File: src/rtl/sha_pkg.sv
// Shared constants and types for the SHA-256 message feeder.
//   SHA256_IV   : initial hash value, H0 in [255:224]
//   BLOCK_BITS  : compression block width
//   STATE_BITS  : chaining state width
//   LEN_FIELD   : width of the trailing bit-length field
//   feeder_state_e / pad_mode_e : feeder FSM states and tail-builder modes
package sha_pkg;

  localparam int unsigned BLOCK_BITS  = 512;
  localparam int unsigned STATE_BITS  = 256;
  localparam int unsigned LEN_FIELD   = 64;
  localparam int unsigned BLOCK_BYTES = BLOCK_BITS / 8;
  localparam int unsigned IDX_W       = 6;
  localparam int unsigned FIT_LIMIT   = 55;

  localparam logic [STATE_BITS-1:0] SHA256_IV =
    256'h6a09e667_bb67ae85_3c6ef372_a54ff53a_510e527f_9b05688c_1f83d9ab_5be0cd19;

  typedef enum logic [2:0] {
    ST_FILL,
    ST_PAD,
    ST_START,
    ST_WAIT,
    ST_LENBLK,
    ST_OUT
  } feeder_state_e;

  typedef enum logic [1:0] {
    PAD_NORMAL,
    PAD_LENBLK,
    PAD_NEXT
  } pad_mode_e;

endpackage

File: src/rtl/sha_pad_tail.sv
// Combinational SHA-256 tail builder.
//   blk_buf : partially filled block, byte 0 at [511:504]
//   idx     : first free byte position
//   bit_len : message length in bits
//   mode    : PAD_NORMAL (data + 0x80 + zeros [+ length]),
//             PAD_LENBLK (zeros + length), PAD_NEXT (0x80 + zeros + length)
//   block   : resulting 512-bit block
//   fits    : length field fits after the 0x80 byte (idx <= 55)
module sha_pad_tail
  import sha_pkg::*;
(
  input  logic [BLOCK_BITS-1:0] blk_buf,
  input  logic [IDX_W-1:0]      idx,
  input  logic [LEN_FIELD-1:0]  bit_len,
  input  pad_mode_e             mode,
  output logic [BLOCK_BITS-1:0] block,
  output logic                  fits
);

  assign fits = (idx <= IDX_W'(FIT_LIMIT));

  always_comb begin
    block = '0;
    case (mode)
      PAD_NORMAL: begin
        // keep buffered bytes below idx, terminator at idx, zeros above
        for (int i = 0; i < int'(BLOCK_BYTES); i++) begin
          if (i < int'(idx)) begin
            block[(BLOCK_BYTES-1-i)*8 +: 8] = blk_buf[(BLOCK_BYTES-1-i)*8 +: 8];
          end else if (i == int'(idx)) begin
            block[(BLOCK_BYTES-1-i)*8 +: 8] = 8'h80;
          end
        end
        if (fits) block[LEN_FIELD-1:0] = bit_len;
      end
      PAD_NEXT: begin
        block[BLOCK_BITS-1 -: 8] = 8'h80;
        block[LEN_FIELD-1:0]     = bit_len;
      end
      default: begin
        block[LEN_FIELD-1:0] = bit_len;
      end
    endcase
  end

endmodule

File: src/rtl/sha_msg_feeder.sv
// SHA-256 message feeder: buffers a byte stream into 512-bit blocks, pads
// the message, drives sha_core block by block with chained state and
// returns the final digest over a valid/ready handshake.
//   clk, rst (sync, active low)
//   in_valid/in_ready/in_byte/in_last/in_skip : message byte stream
//   core_start/core_message/core_state        : block request to sha_core
//   core_done/core_result                     : sha_core completion
//   digest_valid/digest/digest_ready          : final digest output
module sha_msg_feeder
  import sha_pkg::*;
#(
  parameter int unsigned LEN_W = 32
) (
  input  logic                  clk,
  input  logic                  rst,
  input  logic                  in_valid,
  output logic                  in_ready,
  input  logic [7:0]            in_byte,
  input  logic                  in_last,
  input  logic                  in_skip,
  output logic                  core_start,
  output logic [BLOCK_BITS-1:0] core_message,
  output logic [STATE_BITS-1:0] core_state,
  input  logic                  core_done,
  input  logic [STATE_BITS-1:0] core_result,
  output logic                  digest_valid,
  output logic [STATE_BITS-1:0] digest,
  input  logic                  digest_ready
);

  feeder_state_e         state;
  logic [BLOCK_BITS-1:0] blk_buf;
  logic [BLOCK_BITS-1:0] buf_wr;
  logic [BLOCK_BITS-1:0] tail_blk;
  logic [IDX_W-1:0]      idx;
  logic [IDX_W-1:0]      pos;
  logic [LEN_W-1:0]      cnt;
  logic [LEN_FIELD-1:0]  bit_len;
  logic                  final_blk;
  logic                  pad_next;
  logic                  lenblk_pend;
  logic                  done_q;
  logic                  fits;
  logic                  beat;
  logic                  is_data;
  logic                  done_edge;
  pad_mode_e             mode;

  assign in_ready  = (state == ST_FILL);
  assign beat      = in_valid & in_ready;
  assign is_data   = ~(in_last & in_skip);
  assign done_edge = core_done & ~done_q;
  assign bit_len   = LEN_FIELD'({cnt, 3'b000});

  // byte idx lives at bit offset (63 - idx) * 8; 63 - idx is ~idx in 6 bits
  assign pos = ~idx;

  // buffer with the incoming byte merged in
  always_comb begin
    buf_wr = blk_buf;
    buf_wr[{pos, 3'b000} +: 8] = in_byte;
  end

  // LENBLK state builds either the zero+length block or the 0x80-led block
  always_comb begin
    mode = PAD_NORMAL;
    if (state == ST_LENBLK) mode = pad_next ? PAD_NEXT : PAD_LENBLK;
  end

  sha_pad_tail u_pad_tail (
    .blk_buf (blk_buf),
    .idx     (idx),
    .bit_len (bit_len),
    .mode    (mode),
    .block   (tail_blk),
    .fits    (fits)
  );

  // feeder FSM with registered outputs
  always_ff @(posedge clk) begin
    done_q <= core_done;
    if (!rst) begin
      state        <= ST_FILL;
      blk_buf      <= '0;
      idx          <= '0;
      cnt          <= '0;
      final_blk    <= 1'b0;
      pad_next     <= 1'b0;
      lenblk_pend  <= 1'b0;
      core_start   <= 1'b0;
      core_message <= '0;
      core_state   <= SHA256_IV;
      digest_valid <= 1'b0;
      digest       <= '0;
    end else begin
      core_start <= 1'b0;
      case (state)
        ST_FILL: begin
          if (beat) begin
            if (is_data) begin
              blk_buf <= buf_wr;
              idx     <= idx + IDX_W'(1);
              cnt     <= cnt + LEN_W'(1);
            end
            if (is_data && (idx == IDX_W'(BLOCK_BYTES - 1))) begin
              core_message <= buf_wr;
              core_start   <= 1'b1;
              final_blk    <= 1'b0;
              pad_next     <= in_last;
              state        <= ST_START;
            end else if (in_last) begin
              state <= ST_PAD;
            end
          end
        end
        ST_PAD: begin
          core_message <= tail_blk;
          core_start   <= 1'b1;
          final_blk    <= fits;
          lenblk_pend  <= ~fits;
          state        <= ST_START;
        end
        ST_START: begin
          state <= ST_WAIT;
        end
        ST_WAIT: begin
          // only a fresh rising edge completes the block
          if (done_edge) begin
            core_state <= core_result;
            if (final_blk) begin
              digest       <= core_result;
              digest_valid <= 1'b1;
              state        <= ST_OUT;
            end else begin
              idx   <= '0;
              state <= (lenblk_pend || pad_next) ? ST_LENBLK : ST_FILL;
            end
          end
        end
        ST_LENBLK: begin
          core_message <= tail_blk;
          core_start   <= 1'b1;
          final_blk    <= 1'b1;
          lenblk_pend  <= 1'b0;
          pad_next     <= 1'b0;
          state        <= ST_START;
        end
        ST_OUT: begin
          if (digest_ready) begin
            digest_valid <= 1'b0;
            cnt          <= '0;
            idx          <= '0;
            core_state   <= SHA256_IV;
            state        <= ST_FILL;
          end
        end
        default: begin
          state <= ST_FILL;
        end
      endcase
    end
  end

endmodule

File: config.mk
export PLATFORM = sky130hd
export DESIGN_NAME = sha_msg_feeder
export DESIGN_NICKNAME = d
export VERILOG_FILES = /design/src/rtl/sha_pkg.sv /design/src/rtl/sha_pad_tail.sv /design/src/rtl/sha_msg_feeder.sv
export SDC_FILE = /design/constraint.sdc
export NUM_CORES = 2
export LEC_CHECK = 0
export ABC_AREA = 0
export CAP_MARGIN = 5
export CORE_AREA = 2 2 502 504
export CTS_CLUSTER_DIAMETER = 200
export DETAILED_ROUTE_END_ITERATION = 8
export DIE_AREA = 0 0 504 506
export GPL_ROUTABILITY_DRIVEN = 0
export SLEW_MARGIN = 10
export SYNTH_ARGS = -nofsm -noshare
export SYNTH_HDL_FRONTEND = slang
export SYNTH_SLANG_ARGS = --single-unit
File: constraint.sdc
create_clock -name clk -period 2.55 [get_ports clk]
set_input_delay 0.51 -clock clk [delete_from_list [all_inputs] [get_ports clk]]
set_output_delay 0.51 -clock clk [all_outputs]
set_load 0.01 [all_outputs]
# Word level (Yosys, flattened, before mapping)
# Index checks and enable logic that the tools add are counted.
# word_totals
regBits,1583
inputBits,271
output_inout_bits,1027
# op_classes
add_sub_neg,3
magnitude_cmp,64
eq_ne,78
shift,2
mux,172
bitwise,7
reduce_logical,23
# op_table
cell,n
$mux W512,2
$pmux W512 S2,1
$mux W8,127
$bwmux W512,1
$mux W256,2
$pmux W256 S2,1
$shift A8 B11 Y512 const A,1
$shiftx A8 B11 Y512,1
$mux W440,1
$eq A6 B6 Y1 const A,32
$lt A6 B6 Y1 const A,31
$mux W64,2
$eq A5 B6 Y1 const A,16
$lt A5 B6 Y1 const A,16
$mux W32,3
$pmux W32 S2,1
$eq A4 B6 Y1 const A,8
$lt A4 B6 Y1 const A,8
$add A32 B1 Y32 const B,1
$mux W6,5
$eq A3 B6 Y1 const A,4
$lt A3 B6 Y1 const A,4
$mux W3,7
$pmux W6 S3,1
35 further kinds,73

# Logic depth before layout (Yosys ltp)
# logic_depth
depth_word,7
ltp_mapped,11

# Cells and area by module
# From an unflattened synthesis, not the netlist that was laid out.
# unflattened
hier_cells,7393
hier_area_um2,65313.9
# by_module_without_submodules
module,n_inst,cells_each,area_each_um2,seq_area_each_um2
sha_msg_feeder,1,6532,60090.1,31690.4
sha_pad_tail,1,861,5223.8,0.0

# Least setup slack after synthesis
# OpenSTA, ideal clock, no wires.
# synth_timing
path_type,flip-flop to flip-flop
start,reg idx[0]
end,reg core_message[358]
arrival_time_ps,2627
slack_ps,-211
stages_incl_launch_ff,10
path_buffers,2
synth_period_minus_slack_ps,2761
cell_sequence,dfxtp_1 buf_2 inv_1 ha_1 nand2b_1 a311o_1 nor4_4 buf_2 mux2i_1 o22ai_1
# synth_via
elab_chain_cells,7
word_cells_on_any_way,15
classes_between,add/sub: 1; order compare: 1; eq/ne: 2; shift: 2; mux: 6; bitwise: 1; reduce/logical: 2
# synth_lines
item,line,rtl
"start, declared",sha_msg_feeder.sv:35,logic [IDX_W-1:0] idx;
"start signal, assigned",sha_msg_feeder.sv:102,idx <= idx + IDX_W'(1);
$not A6 Y6,sha_msg_feeder.sv:56,assign pos = ~idx;
$neg A9 Y11,sha_msg_feeder.sv:61,"buf_wr[{pos, 3'b000} +: 8] = in_byte;"
$shiftx A8 B11 Y512 / $shift A8 B11 Y512 (equally long branches),sha_msg_feeder.sv:61,
$bwmux W512,sha_msg_feeder.sv:61,
$mux W512,sha_msg_feeder.sv:105,if (is_data && (idx == IDX_W'(BLOCK_BYTES - 1))) begin
$mux W512,sha_msg_feeder.sv:99,if (beat) begin
$pmux W512 S2,sha_msg_feeder.sv:97,case (state)
"end signal, assigned",sha_msg_feeder.sv:106,core_message <= buf_wr;
"end signal, assigned",sha_msg_feeder.sv:117,core_message <= tail_blk;
"end signal, assigned",sha_msg_feeder.sv:141,core_message <= tail_blk;
"end, declared",sha_msg_feeder.sv:22,"output logic [BLOCK_BITS-1:0] core_message,"
# Several ways; a longest one is shown, not always the timed one. The select of a mux whose other input is x is not followed.
# A chain may end at the register's enable or synchronous reset.

# Worst setup path after layout
# layout_timing
start,reg idx[0]
end,reg core_message[15]
# Same word-level chain as after synthesis.

==> metrics.md <==
| Metric | Value |
|---|---|
| Area Overhead vs Synth | 45.44% |
| Core box area | 250000 sq um |
| Final Util | 0.3605 |
| Post-synth EDFFs | 0 |
| Post-detailed-routing wire length | 362000 um |
| Vias in the first global route | 58.61k |
| I/O pins | 1298 |
| RSZ-0062 raised after global routing | true |
| Nets@finish | 8610 |
| Die X | 504 um |
| H-tree levels | 4 |
| Status | complete, but fails checks |
| Clock sink count | 1583 |
| Final Setup Violations | 1 |
| Syn_area_per_cell | 9.083 sq um |
| Crit end category | flop |
| Hold-fix buffers, CTS | 0 |
| Hold crit path type | in -> reg |
| Clock buffer depth | 3 |
| Worst Path Arrival | 3.28 ns |
| Leakage power total | 32.09 nW |
| Reg2Reg Setup Slack | -0.005 ns |
| Total global-route track usage | 0.2690 |
| Post-synthesis sequential area ratio | 0.5114 |
| Syn Inst Count | 6822 |
| Share of layout cells above drive strength 1 | 0.1326 |
| First-pass GRT wire length | 485500 um |
| Crit Path Max Fanout | 10 |
| Max frequency | 391.4 MHz |
| Tmin final | 2.555 ns |
| Place WS | -0.5603 ns |
| Count of cell types in the netlist | 98 |
| Initial core utilization | 0.2478 |
| Failing checks | setup timing |
| Met3 GRT Util | 0.09122 |
| CP required | 3.28 ns |
| Setup_tns | -0.005208 ns |
| Busiest grt layer | met2 |
| Remaining DRCs | 0 |
| Routed length per instance | 30.57 um |
| Synthesized cell area | 61970 sq um |
| Most common cell after layout, fill and taps aside | dfxtp_1 |
| Prevailing post-synth register cell | dfxtp_1 |
| CTS clk-pin slew, worst paths | 0.06 ns |
| Vias/cell | 5.277 |
| Clk_lat worst skew | 0.85 ns |
| Fin. Hold Viols | 0 |
| Fin crit share | 1.002 |
| Critical Path Start Type | flop |
| CTS tree | yes |
| Final clock skew | 0.07109 ns |
| Pin count of the biggest net entering global routing | 105 |
| Port bufs | 1297 |
| Yosys warning total | 0 |
| Async SR Flop Fraction | 0 |
| Die Footprint | 255000 sq um |
| Initial antenna violation count | 64 |
| Met2 usage | 0.4366 |
| Setup ws final | -0.005208 ns |
| PwrDens | 630.9 nW/um^2 |
| Worst slew pin tran | 1.075 ns |
| First-pass iteration count of the detailed router | 9 |
| Total CTS buffers | 174 |
| Slew margin rel. | 0.2818 |
| Most frequent cells in the layout | 1575 x dfxtp_1, 1231 x nand2_1, 1117 x clkdlybuf4s50_1 |
| Total gr overflow | 0 |
| Maxcap violations | 0 |
| HPWL Detailed | 285600 um |
| Post-Syn Nets | 7099 |
| Register bit count reported by yosys | 1583 |
| DR iter-0 viols | 7536 |
| Max rail drop VDD | 603.0 uV |
| # rows | 184 |
| Antenna-violating nets left | 0 |
| Die height | 506 um |
| Vias | 62.50k |
| Met1 usage | 0.3114 |
| Clock Root Buffer | clkbuf_16 |
| Pins over their slew limit | 0 |
| Critical path class | reg -> reg |
## routing by layer
metal | routed length [um] | part of all wire
met1 | 135300 | 0.37
met3 | 38820 | 0.11
met5 | 306 | 0.00085
met2 | 164600 | 0.45
met4 | 22990 | 0.064
## critical path: stages, from the launching register on
cell and delay, ns:
dfxtp_4 0.37, buf_4 0.20, and3_1 0.20, xnor2_2 0.67
buf_4 0.28, nor2_1 0.07, or3_1 0.40, a31o_2 0.25
## stage by stage
step                      instance area, sq um  std cells  hold slack, ns  power, mW
after global placement                   83750      11480          0.4413      30.60
after detailed placement                 83750      11480          0.4461      30.64
final                                    90120      11840         0.09653      56.86
after CTS                                89770      11810        0.003167      57.10
after floorplan                          61990       6822          0.4338      27.48
after global routing                     90080      11830         0.04697      58.22
## worst paths after layout
path,cells past startpoint,start,to
setup / recovery,7,idx[0],core_message[15]
hold / removal,2,rst,core_message[33]
setup reg to reg,7,idx[0],core_message[15]
hold reg to reg,2,blk_buf[83],core_message[83]
## power breakdown
part | switching, mW | leakage (nW) | internal, mW
sequential | 0.157 | 12.8 | 24.9
clock | 11.3 | 2.92 | 15.3
combinational | 3.43 | 16.4 | 1.82
total | 14.9 | 32.1 | 42.0
## area by class of cell
| class | count | area (sq um) |
|---|---|---|
| repair buffers | 1939 | 19900 |
| well taps | 3348 | 4189 |
| clock inverters | 61 | 913.4 |
| diodes | 25 | 62.56 |
| fillers | 25140 | 159900 |
| clock buffers | 252 | 5090 |
| inverters | 22 | 90.09 |
| flip-flops and latches | 1583 | 31710 |
| multi-input cells | 4613 | 28170 |
## kinds of logic (layout without fill, tap and decap cells)
family	count (synthesis)	after routing	share of synthesized area
simple gates	2068	2068	0.1453
compound gates	1970	1970	0.2086
flops	1583	1583	0.5114
buf+inv	626	2274	0.04139
mux	546	546	0.08844
xor+xnor	23	23	0.003675
fa+ha+maj	6	6	0.001211
other cells	0	25	0
## Yosys cell counts (12+ instances only)
cell | count | area share
nor4_1 | 12 | 0.0012
clkbuf_1 | 483 | 0.029
o31ai_1 | 18 | 0.0022
buf_6 | 12 | 0.0022
mux2i_1 | 534 | 0.086
buf_2 | 61 | 0.0049
nand3_1 | 208 | 0.017
o22ai_1 | 304 | 0.031
a22oi_1 | 482 | 0.058
o2bb2ai_1 | 17 | 0.0024
nor3_1 | 36 | 0.0029
and2_1 | 29 | 0.0029
mux2_2 | 12 | 0.0022
buf_1 | 37 | 0.0022
o21ai_0 | 426 | 0.034
xnor2_1 | 18 | 0.0025
a31oi_1 | 24 | 0.0024
a21oi_1 | 450 | 0.036
nor2b_1 | 15 | 0.0015
and3_1 | 28 | 0.0028
inv_1 | 19 | 0.0012
nand2_1 | 1245 | 0.075
nor2_1 | 352 | 0.021
nand4_1 | 29 | 0.0029
or3_1 | 18 | 0.0018
dfxtp_1 | 1583 | 0.51
a22o_1 | 90 | 0.013
## timing repair
action	4_1_cts	5_1_grt
gates cloned	1	1
resized for setup	191	39
buffers inserted	11	12
pin swaps	3	10
setup endpoints to repair	527	252
## state kept, by name, summed over array words and instances, names as in the netlist, 3 cells and up
| name | count |
|---|---|
| blk_buf | 512 |
| cnt | 32 |
| core_message | 512 |
| core_state | 256 |
| digest | 256 |
| idx | 6 |
| state | 3 |
(Power assumes the default switching activity.)
